--- config.mk ---
export PLATFORM = sky130hd
export DESIGN_NAME = ws2812_tx
export DESIGN_NICKNAME = d
export VERILOG_FILES = /design/src/rtl/ws2812_pkg.sv /design/src/rtl/ws2812_tx.sv
export SDC_FILE = /design/constraint.sdc
export NUM_CORES = 1
export LEC_CHECK = 0
export CORE_MARGIN = 2
export CORE_UTILIZATION = 56
export CTS_CLUSTER_SIZE = 40
export DETAILED_ROUTE_END_ITERATION = 8
export PLACE_DENSITY = 0.83
export SLEW_MARGIN = 15
export SYNTH_ARGS = -nofsm -noshare
export SYNTH_HDL_FRONTEND = slang
export SYNTH_SLANG_ARGS = --single-unit
export TNS_END_PERCENT = 20
--- constraint.sdc ---
create_clock -name clk -period 3.45 [get_ports clk]
set_input_delay 0.5175 -clock clk [delete_from_list [all_inputs] [get_ports clk]]
set_output_delay 0.5175 -clock clk [all_outputs]
set_load 0.1 [all_outputs]
--- src/rtl/ws2812_pkg.sv ---
// ws2812_pkg: shared FSM state, default WS2812 timing and GRB pixel layout
package ws2812_pkg;
   typedef enum logic [1:0] {IDLE, SEND, LATCH} state_t;
   localparam int DEF_T0H    = 4;
   localparam int DEF_T1H    = 8;
   localparam int DEF_TBIT   = 12;
   localparam int DEF_TLATCH = 3000;
   localparam int DEF_CW     = 12;
   typedef struct packed {
      logic [7:0] g;
      logic [7:0] r;
      logic [7:0] b;
   } pixel_t;
endpackage

--- src/rtl/ws2812_tx.sv ---
// ws2812_tx: WS2812 bit serializer; GRB pixels in over valid/ready (in_valid, in_ready, in_grb, in_last), registered LED line dout, status busy/underrun/frame_done
module ws2812_tx
   import ws2812_pkg::*;
#(
   parameter int T0H    = DEF_T0H,
   parameter int T1H    = DEF_T1H,
   parameter int TBIT   = DEF_TBIT,
   parameter int TLATCH = DEF_TLATCH,
   parameter int CW     = DEF_CW
) (
   input  logic        clk,
   input  logic        rst,
   input  logic        in_valid,
   output logic        in_ready,
   input  logic [23:0] in_grb,
   input  logic        in_last,
   output logic        dout,
   output logic        busy,
   output logic        underrun,
   output logic        frame_done
);
   state_t        state_q, state_d;
   pixel_t        sr_q, sr_d;
   logic [4:0]    idx_q, idx_d;
   logic [CW-1:0] cnt_q, cnt_d;
   logic          last_q, last_d;
   logic          dout_q, dout_d;
   logic          underrun_q, underrun_d;
   logic          frame_done_q, frame_done_d;
   logic          bit_end, px_end, take;

   assign bit_end = cnt_q == CW'(TBIT - 1);
   assign px_end  = bit_end && idx_q == 5'd0;
   assign take    = in_valid && in_ready;

   always_ff @(posedge clk or negedge rst) begin
      if (!rst) begin
         state_q      <= IDLE;
         sr_q         <= '0;
         idx_q        <= '0;
         cnt_q        <= '0;
         last_q       <= 1'b0;
         dout_q       <= 1'b0;
         underrun_q   <= 1'b0;
         frame_done_q <= 1'b0;
      end else begin
         state_q      <= state_d;
         sr_q         <= sr_d;
         idx_q        <= idx_d;
         cnt_q        <= cnt_d;
         last_q       <= last_d;
         dout_q       <= dout_d;
         underrun_q   <= underrun_d;
         frame_done_q <= frame_done_d;
      end
   end

   always_comb begin
      state_d      = state_q;
      sr_d         = sr_q;
      idx_d        = idx_q;
      cnt_d        = cnt_q;
      last_d       = last_q;
      underrun_d   = 1'b0;
      frame_done_d = 1'b0;
      case (state_q)
         IDLE: begin
            if (take) begin
               state_d = SEND;
               sr_d    = pixel_t'(in_grb);
               idx_d   = 5'd23;
               cnt_d   = '0;
               last_d  = in_last;
            end
         end
         SEND: begin
            if (!bit_end) begin
               cnt_d = cnt_q + CW'(1);
            end else begin
               cnt_d = '0;
               if (!px_end) begin
                  idx_d = idx_q - 5'd1;
                  sr_d  = pixel_t'({sr_q[22:0], 1'b0});
               end else if (take) begin
                  // back-to-back pixel: next bit starts on the very next cycle
                  sr_d   = pixel_t'(in_grb);
                  idx_d  = 5'd23;
                  last_d = in_last;
               end else if (!last_q) begin
                  underrun_d = 1'b1;
                  state_d    = IDLE;
               end else begin
                  state_d = LATCH;
               end
            end
         end
         LATCH: begin
            if (cnt_q == CW'(TLATCH - 1)) begin
               cnt_d        = '0;
               frame_done_d = 1'b1;
               state_d      = IDLE;
            end else begin
               cnt_d = cnt_q + CW'(1);
            end
         end
         default: state_d = IDLE;
      endcase
      // evaluated on next-cycle values so dout_q lines up with cnt_q/sr_q
      dout_d = state_d == SEND && cnt_d < (sr_d.g[7] ? CW'(T1H) : CW'(T0H));
   end

   always_comb begin
      // gated by rst so in_ready reads low while reset is held
      in_ready = rst && (state_q == IDLE || (state_q == SEND && px_end && !last_q));
      busy     = state_q != IDLE;
   end

   assign dout       = dout_q;
   assign underrun   = underrun_q;
   assign frame_done = frame_done_q;
endmodule

# --- Word-level counts from Yosys, hierarchy flattened ---
# Index checks and enable logic that the tools add are counted.
op_classes:
  n_addsub: 2
  multipliers: 0
  div_mod_pow: 0
  order_cmp: 1
  eq_ne: 7
  shifts: 0
  mux: 31
  bitwise_logic: 0
  n_reduce_logical: 14
ops:
  columns: ["operator", "n"]
  rows:
  - ["$mux W24", 3]
  - ["$pmux W24 S2", 1]
  - ["$mux W12", 3]
  - ["$pmux W12 S3", 1]
  - ["$mux W5", 3]
  - ["$add A12 B1 Y12 const B", 1]
  - ["$eq A12 B12 Y1 const B", 1]
  - ["$eq A12 B4 Y1 const B", 1]
  - ["$lt A12 B4 Y1", 1]
  - ["$mux W2", 6]
  - ["$mux W1", 10]
  - ["$pmux W5 S2", 1]
  - ["$logic_and A1 B1 Y1", 6]
  - ["$pmux W2 S3", 1]
  - ["$logic_not A5 Y1", 1]
  - ["$sub A5 B1 Y5 const B", 1]
  - ["$eq A2 B1 Y1 const B", 2]
  - ["$mux W4", 1]
  - ["$ne A2 B2 Y1 const B", 2]
  - ["$reduce_bool A2 Y1", 2]
  - ["$reduce_and A3 Y1", 1]
  - ["$eq A2 B2 Y1 const B", 1]
  - ["$logic_not A2 Y1", 1]
  - ["$pmux W1 S2", 1]
  - ["other kinds (3)", 3]
totals:
  ff_bits: 47
  latchBits: 0
  mem_bits_rw: 0
  romBits: 0
  elab_cells: 66
  mem_count: 0

# --- Logic depth before layout (Yosys ltp) ---
# Gate-level depths: netlist of run 1.
logic_depth:
  depth_word: 14
  depth_mapped: 12
  ltp_nobuf: 12

# --- Least setup slack after synthesis of run 1 ---
# OpenSTA, ideal clock, no wires.
synth_timing:
  path_kind: "register to output"
  startpoint: "register cnt_q[0]"
  endpoint: "output port in_ready"
  t_arrival_ns: 2.807
  required_ns: 2.932
  path_slack_ns: 0.125
  stages_incl_launch_ff: 9
  cell_sequence: "dfrtp_1 > ha_1 > or3b_1 > buf_2 > nor4_2 > nand2_1 > nand2_1 > clkbuf_1 > and3_1"
synth_via:
  elab_chain_cells: 6
synth_rtl:
  columns: ["element", "line_no", "rtl"]
  rows:
  - ["start, declared", "ws2812_tx.sv:25", "logic [CW-1:0] cnt_q, cnt_d;"]
  - ["start signal, assigned", "ws2812_tx.sv:50", "cnt_q <= cnt_d;"]
  - ["$eq A12 B4 Y1", "ws2812_tx.sv:32", "assign bit_end = cnt_q == CW'(TBIT - 1);"]
  - ["$logic_and A1 B1 Y1", "ws2812_tx.sv:33", "assign px_end = bit_end && idx_q == 5'd0;"]
  - ["$logic_and A1 B1 Y1 (2 in series)", "ws2812_tx.sv:114", "in_ready = rst && (state_q == IDLE || (state_q == SEND && px_end && !last_q));"]
  - ["$logic_or A1 B1 Y1", "ws2812_tx.sv:114", null]
  - ["$logic_and A1 B1 Y1", "ws2812_tx.sv:114", null]
  - ["end, declared", "ws2812_tx.sv:14", "output logic in_ready,"]
# No other way between the ends.

# --- Worst setup path after layout of run 1 ---
layout_timing:
  startpoint: "register cnt_q[0]"
  endpoint: "register dout_q, in the netlist dout"
layout_via:
  word_cells_on_any_way: 27
  cone_classes: "1 x add/sub; 1 x order compare; 3 x eq/ne; 15 x mux; 7 x reduce/logical"
layout_rtl:
  columns: ["element", "line_no", "rtl"]
  rows:
  - ["branches (longest 8 deep; another with $add A12 B1 Y12)", null, null]
  - ["$pmux W12 S3 *", "ws2812_tx.sv:66", "case (state_q)"]
  - ["via cnt_d[3]", "ws2812_tx.sv:25", null]
  - ["$lt A12 B4 Y1 *", "ws2812_tx.sv:109", "dout_d = state_d == SEND && cnt_d < (sr_d.g[7] ? CW'(T1H) : CW'(T0H));"]
  - ["$logic_and A1 B1 Y1 *", "ws2812_tx.sv:109", null]
  - ["via dout_d", "ws2812_tx.sv:27", "logic dout_q, dout_d;"]
  - ["end signal, assigned", "ws2812_tx.sv:52", "dout_q <= dout_d;"]
  - ["end, declared", "ws2812_tx.sv:27", null]
# Mark *: on every way through the listed nets, which the timed path passes. The select of a mux whose other input is x is not followed.
# A chain may end at the register's enable or synchronous reset.

==> out/results.ini, run 1 <==
[clocking]
cts_setup_buffers=0
cts_tree=done
cts_sinks=47
cts_hold_buf=0
post_cts_resized=0
clkSlewWorstSetupHoldPaths_ns=0.09
ctsRootBufferMaster=clkbuf_8
clock_latency_ns=0.30
cts_buffers=5
clock_path_buffers=2
htreeDepth=2

[floorplan]
die_area_sq_um=5710
pin_count=33
start_util=0.573
die_x_um=75.6
die_y_um=75.6
row_count=26
coreArea_sq_um=5010

[critical_path]
crit_path_start_kind=flop
worstPathRequired_ns=3.66
endpoint_kind=flop
crit_start=cnt_q[0]
cp.arrival_ns=3.37
r2r_start=cnt_q[0]
critical_path.max_fanout=7
path_class=reg2reg

[detailed_routing]
dr.pass1.iters=4
drc=0
post_drt_wl_per_cell_um=16.3
ant_nets=0
wirelength_um=6600
drtIter0Drc=266
via_per_inst=6.25
num_vias=2539

[timing]
min_period_ns=3.16
max_freq_mhz=316
rsz0062_at_grt=false
setup_tns_ns=0
fin_crit_sh=0.916
slew_viol_final=0
finClkSkew_ns=0.00875
worst_pin_slew_ns=0.977
setup_viol=0
hold_viol=0
slew_headroom=0.347

[placement]
port_buffers=32
gp_congestion=0.867
dp_hpwl_um=4590
dp_cells=398

[global_route]
grt_max_degree=38
grt_pass1_wl_um=10900
overflow=0
grt_pass1_vias=2406
antenna_found_initial=0
grt_usage=0.249

[final_layout]
drive_above_1_share=0.0952
final_cell_mix=dfrtp_1, a21oi_1, clkdlybuf4s50_1
fin_nets=367
layout_commonest_cell=dfrtp_1
antenna_cells=0
layout.cells.non_filler=406
areaGrowthSynthToFinish_pct=17.7
num-fill-cells=399

[yosys]
ys_types=57
synth-edff-count=0
syn_area_sq_um=2870
syn_inst=308
async_reset_ff_frac=1.00
ys.flop_type=dfrtp_1
syn-num-nets=340
synth_area_per_cell_sq_um=9.31
yosysWarnings=0
synth-seq-cells=47
ys_seq_area_frac=0.410

[power_and_ir_drop]
power_density_nw_per_um2=667
max-vdd-ir-drop_mv=0.400
p_leak_nw=1.53

[hold_path]
hp-class=in2async

[job]
timing.max_cap.violations=0

[run_status]
status=finished, final reports clean

[state kept, by name, indices dropped and copies added (netlist names)]
name / count
sr_q: 24
idx_q: 5
frame_done: 1
cnt_q: 12
state_q: 2
underrun: 1
last_q: 1
dout: 1
[worst max-delay path, stage by stage, from the launching register on]
cell	delay, ns
dfrtp_1	0.42
ha_1	0.23
or3b_1	0.51
or3_4	0.48
a21boi_4	0.26
o21ai_0	0.17
ha_1	0.21
inv_1	0.05
o211ai_1	0.07
a2111o_1	0.42
nor4_2	0.25
[through the flow]
step	area [sq um]	hold WS, ns	total power, W	utilization	setup slack (ns)
global route	3380	0.209	0.00240	0.674	0.113
CTS	3380	0.203	0.00226	0.674	0.282
floorplan	2870	0.222	0.00157	-	0.125
finish	3380	0.204	0.00225	0.674	0.289
detailed placement	3250	0.522	0.00178	0.648	0.301
global placement	3250	0.504	0.00173	0.648	0.417
[layout make-up]
class / instances / area (sq um) / area share
Clock buffer: 6 / 72.6 / 0.0215
Tap cell: 70 / 87.6 / 0.0259
Inverter: 8 / 30.0 / 0.00889
Multi-Input combinational cell: 235 / 1580 / 0.469
Sequential cell: 47 / 1180 / 0.348
Clock inverter: 2 / 60.1 / 0.0178
Timing Repair Buffer: 38 / 368 / 0.109
[cell families after synthesis]
kind of cell | synth area share
adder cells (fa/ha/maj) | 0.0174
AO/OA/AOI/OAI | 0.270
AND/OR/NAND/NOR | 0.166
flip-flops | 0.410
buffers and inverters | 0.0397
XOR/XNOR | 0.00916
multiplexers | 0.0881
[report_power, final]
part / total [W] / switching [W] / leakage [nW] / internal [W]
sequential: 0.00107 / 0.000293 / 0.579 / 0.000776
clock: 0.000476 / 0.000186 / 0.0654 / 0.000290
combinational: 0.000709 / 0.000352 / 0.882 / 0.000356
[final timing paths]
kind | end | slack, ns | cells after the start
min | idx_q[4] | 0.20 | 2
min in group clk | cnt_q[0] | 0.54 | 1
min reg2reg | cnt_q[0] | 0.54 | 1
max reg2reg | dout | 0.29 | 10
max in group asynchronous | sr_q[23] | 2.78 | 2
max | dout | 0.29 | 10
[layer usage]
layer  track usage  routed length [um]  part of all wire
met1         0.325                2940              0.44
met2         0.411                3170              0.48
met3        0.0542                 317             0.048
met4        0.0877                 180             0.027
met5             0                   0                 0
[synth_stat cells, drive strengths merged, types with 6 or more instances]
master / count / share of area
a22oi: 23 / 0.060
a21oi: 31 / 0.054
nand3: 6 / 0.010
o21ai: 31 / 0.054
nand2: 27 / 0.035
buf: 11 / 0.020
clkbuf: 7 / 0.0092
nor3: 8 / 0.016
dfrtp: 47 / 0.41
inv: 8 / 0.010
a21o: 7 / 0.018
mux2i: 23 / 0.080
nor2: 10 / 0.013
No activity file was read; power rests on OpenSTA's default activity.
==> run 2, diff against run 1 <==
- REMOVE_ABC_BUFFERS: not set -> 1
==> run 2 against run 1 <==
Net effect: clock-buffer cell count shrank 1; first-iteration DRC count shrank 14%; fmax shrank 3.0%; register-to-register slack lost 0.097 ns; total power shrank 3.2%; via count shrank 0.20%; cell count shrank 0.25%; combinational power is essentially flat; global-route usage shrank 0.45 points; largest power group unchanged.
==> out/results.ini, run 2 (synthesis gave the netlist of run 1 again) <==
[critical_path]
r2r_start=cnt_q[0]
timing.rr.end=dout
regToRegSetupSlack_ns=0.19
cp.arrival_ns=3.48
crit_path_start_kind=flop
critical_path.max_fanout=7
endpoint_kind=flop
worstPathRequired_ns=3.67
path_class=reg2reg
rr_worst_depth=10

[hold_path]
hp-class=in2async

[timing]
setup_slack_ns=0.192
slew_headroom=0.356
rsz0062_at_grt=false
min_period_ns=3.26
worst_pin_slew_ns=0.962
setup_viol=0
hold_viol=0
max_freq_mhz=307
slew_viol_final=0
finClkSkew_ns=0.0125
fin_crit_sh=0.944

[detailed_routing]
wirelength_um=6550
drc=0
ant_nets=0
dr.pass1.iters=5
post_drt_wl_per_cell_um=16.2
drtIter0Drc=229
via_per_inst=6.26
num_vias=2534

[floorplan]
die_y_um=75.6
start_util=0.573
coreArea_sq_um=5010
die_x_um=75.6
row_count=26
die_area_sq_um=5710
pin_count=33

[power_and_ir_drop]
p_clk_frac=0.186
p_comb_frac=0.325
max-vdd-ir-drop_mv=0.299
power_density_nw_per_um2=651
power_w=0.00218
internal_power_w=0.00135
p_sw_w=0.000832
sw_frac_of_total=0.382
power_frac_seq=0.489
p_leak_nw=1.51

[global_route]
antenna_found_initial=0
grt_usage=0.244
grt_pass1_vias=2248
overflow=0
grt_max_degree=42
grt_pass1_wl_um=10700

[final_layout]
top_register=sr_q
reg.largest.list=sr_q: 24 flops, cnt_q: 12 flops, idx_q: 5 flops
antenna_cells=0
final_cell_mix=dfrtp_1, a21oi_1, clkdlybuf4s50_1
final-seq-area_sq_um=1180
largest_reg_flops=24
areaGrowthSynthToFinish_pct=16.8
multi_input_area_sq_um=1580
fin_nets=366
layout_commonest_cell=dfrtp_1
drive_above_1_share=0.0955
num-fill-cells=420

[placement]
gp_congestion=0.898
port_buffers=32
dp_hpwl_um=4670
pre_cts_slack_ns=0.210

[clocking]
cts_buffers=5
post_cts_resized=0
clock_latency_ns=0.31
cts_setup_buffers=0
clkSlewWorstSetupHoldPaths_ns=0.09
ctsRootBufferMaster=clkbuf_8
cts_hold_buf=0
cts_tree=done
cts_sinks=47
htreeDepth=2
clock_path_buffers=2

[run_status]
status=finished, final reports clean

[job]
timing.max_cap.violations=0

[run 2: cell count changes in the layout (fill, tap and decap cells not counted)]
cell / before / now
clkinv_4: 0 / 1
clkbuf_1: 1 / 0
clkinv_2: 0 / 1
buf_4: 7 / 6
bufinv_16: 2 / 1
[run 2: power groups by stage]
stage / clock network [W] / logic, W / registers (W)
after floorplan: 0 / 0.000521 / 0.00102
after global placement: 0 / 0.000677 / 0.00105
after detailed placement: 0 / 0.000713 / 0.00107
after CTS: 0.000417 / 0.000714 / 0.00106
after global routing: 0.000437 / 0.000804 / 0.00111
final: 0.000406 / 0.000710 / 0.00107
[run 2: per-stage QoR]
stage	instance area, sq um	hold slack (ns)	std cells	setup TNS [ns]	util
after floorplan	2790	0.222	290	-0.248	-
after global placement	3240	0.395	397	0	0.646
after detailed placement	3240	0.404	397	0	0.646
after CTS	3350	0.0690	405	0	0.669
after global routing	3350	0.0818	405	0	0.669
final	3350	0.0683	405	0	0.669
[run 2: worst max-delay path by stage]
| stage | startpoint | slack (ns) | depth (start not counted) | to |
|---|---|---|---|---|
| global route | cnt_q[0] | 0.05 | 10 | dout |
| detailed placement | cnt_q[0] | 0.21 | 10 | dout |
| finish | cnt_q[0] | 0.19 | 10 | dout |
| global placement | cnt_q[0] | 0.41 | 10 | dout |
| floorplan | cnt_q[0] | -0.25 | 10 | dout |
| CTS | cnt_q[0] | 0.22 | 10 | dout |
[run 2: per-layer routing]
metal,global-route usage,up-vias,share of wire
li1,-,1208,-
met1,0.361,1235,0.46
met2,0.366,80,0.47
met3,0.0344,11,0.045
met4,0.0916,0,0.016
met5,0,-,0
[run 2: layout make-up]
class,instances,share of cell area
clock buffers,5,0.0205
clock inverters,3,0.0131
inverters,8,0.00896
multi-input cells,235,0.473
flip-flops and latches,47,0.351
well taps,70,0.0261
repair buffers,37,0.108
[run 2: worst max-delay path: stages (launching register included)]
cell	delay, ns
dfrtp_1	0.42
ha_1	0.24
or3b_1	0.52
or3_4	0.48
a21boi_4	0.26
o21ai_0	0.18
ha_1	0.23
inv_1	0.07
o211ai_1	0.09
a2111o_1	0.44
nor4_2	0.27
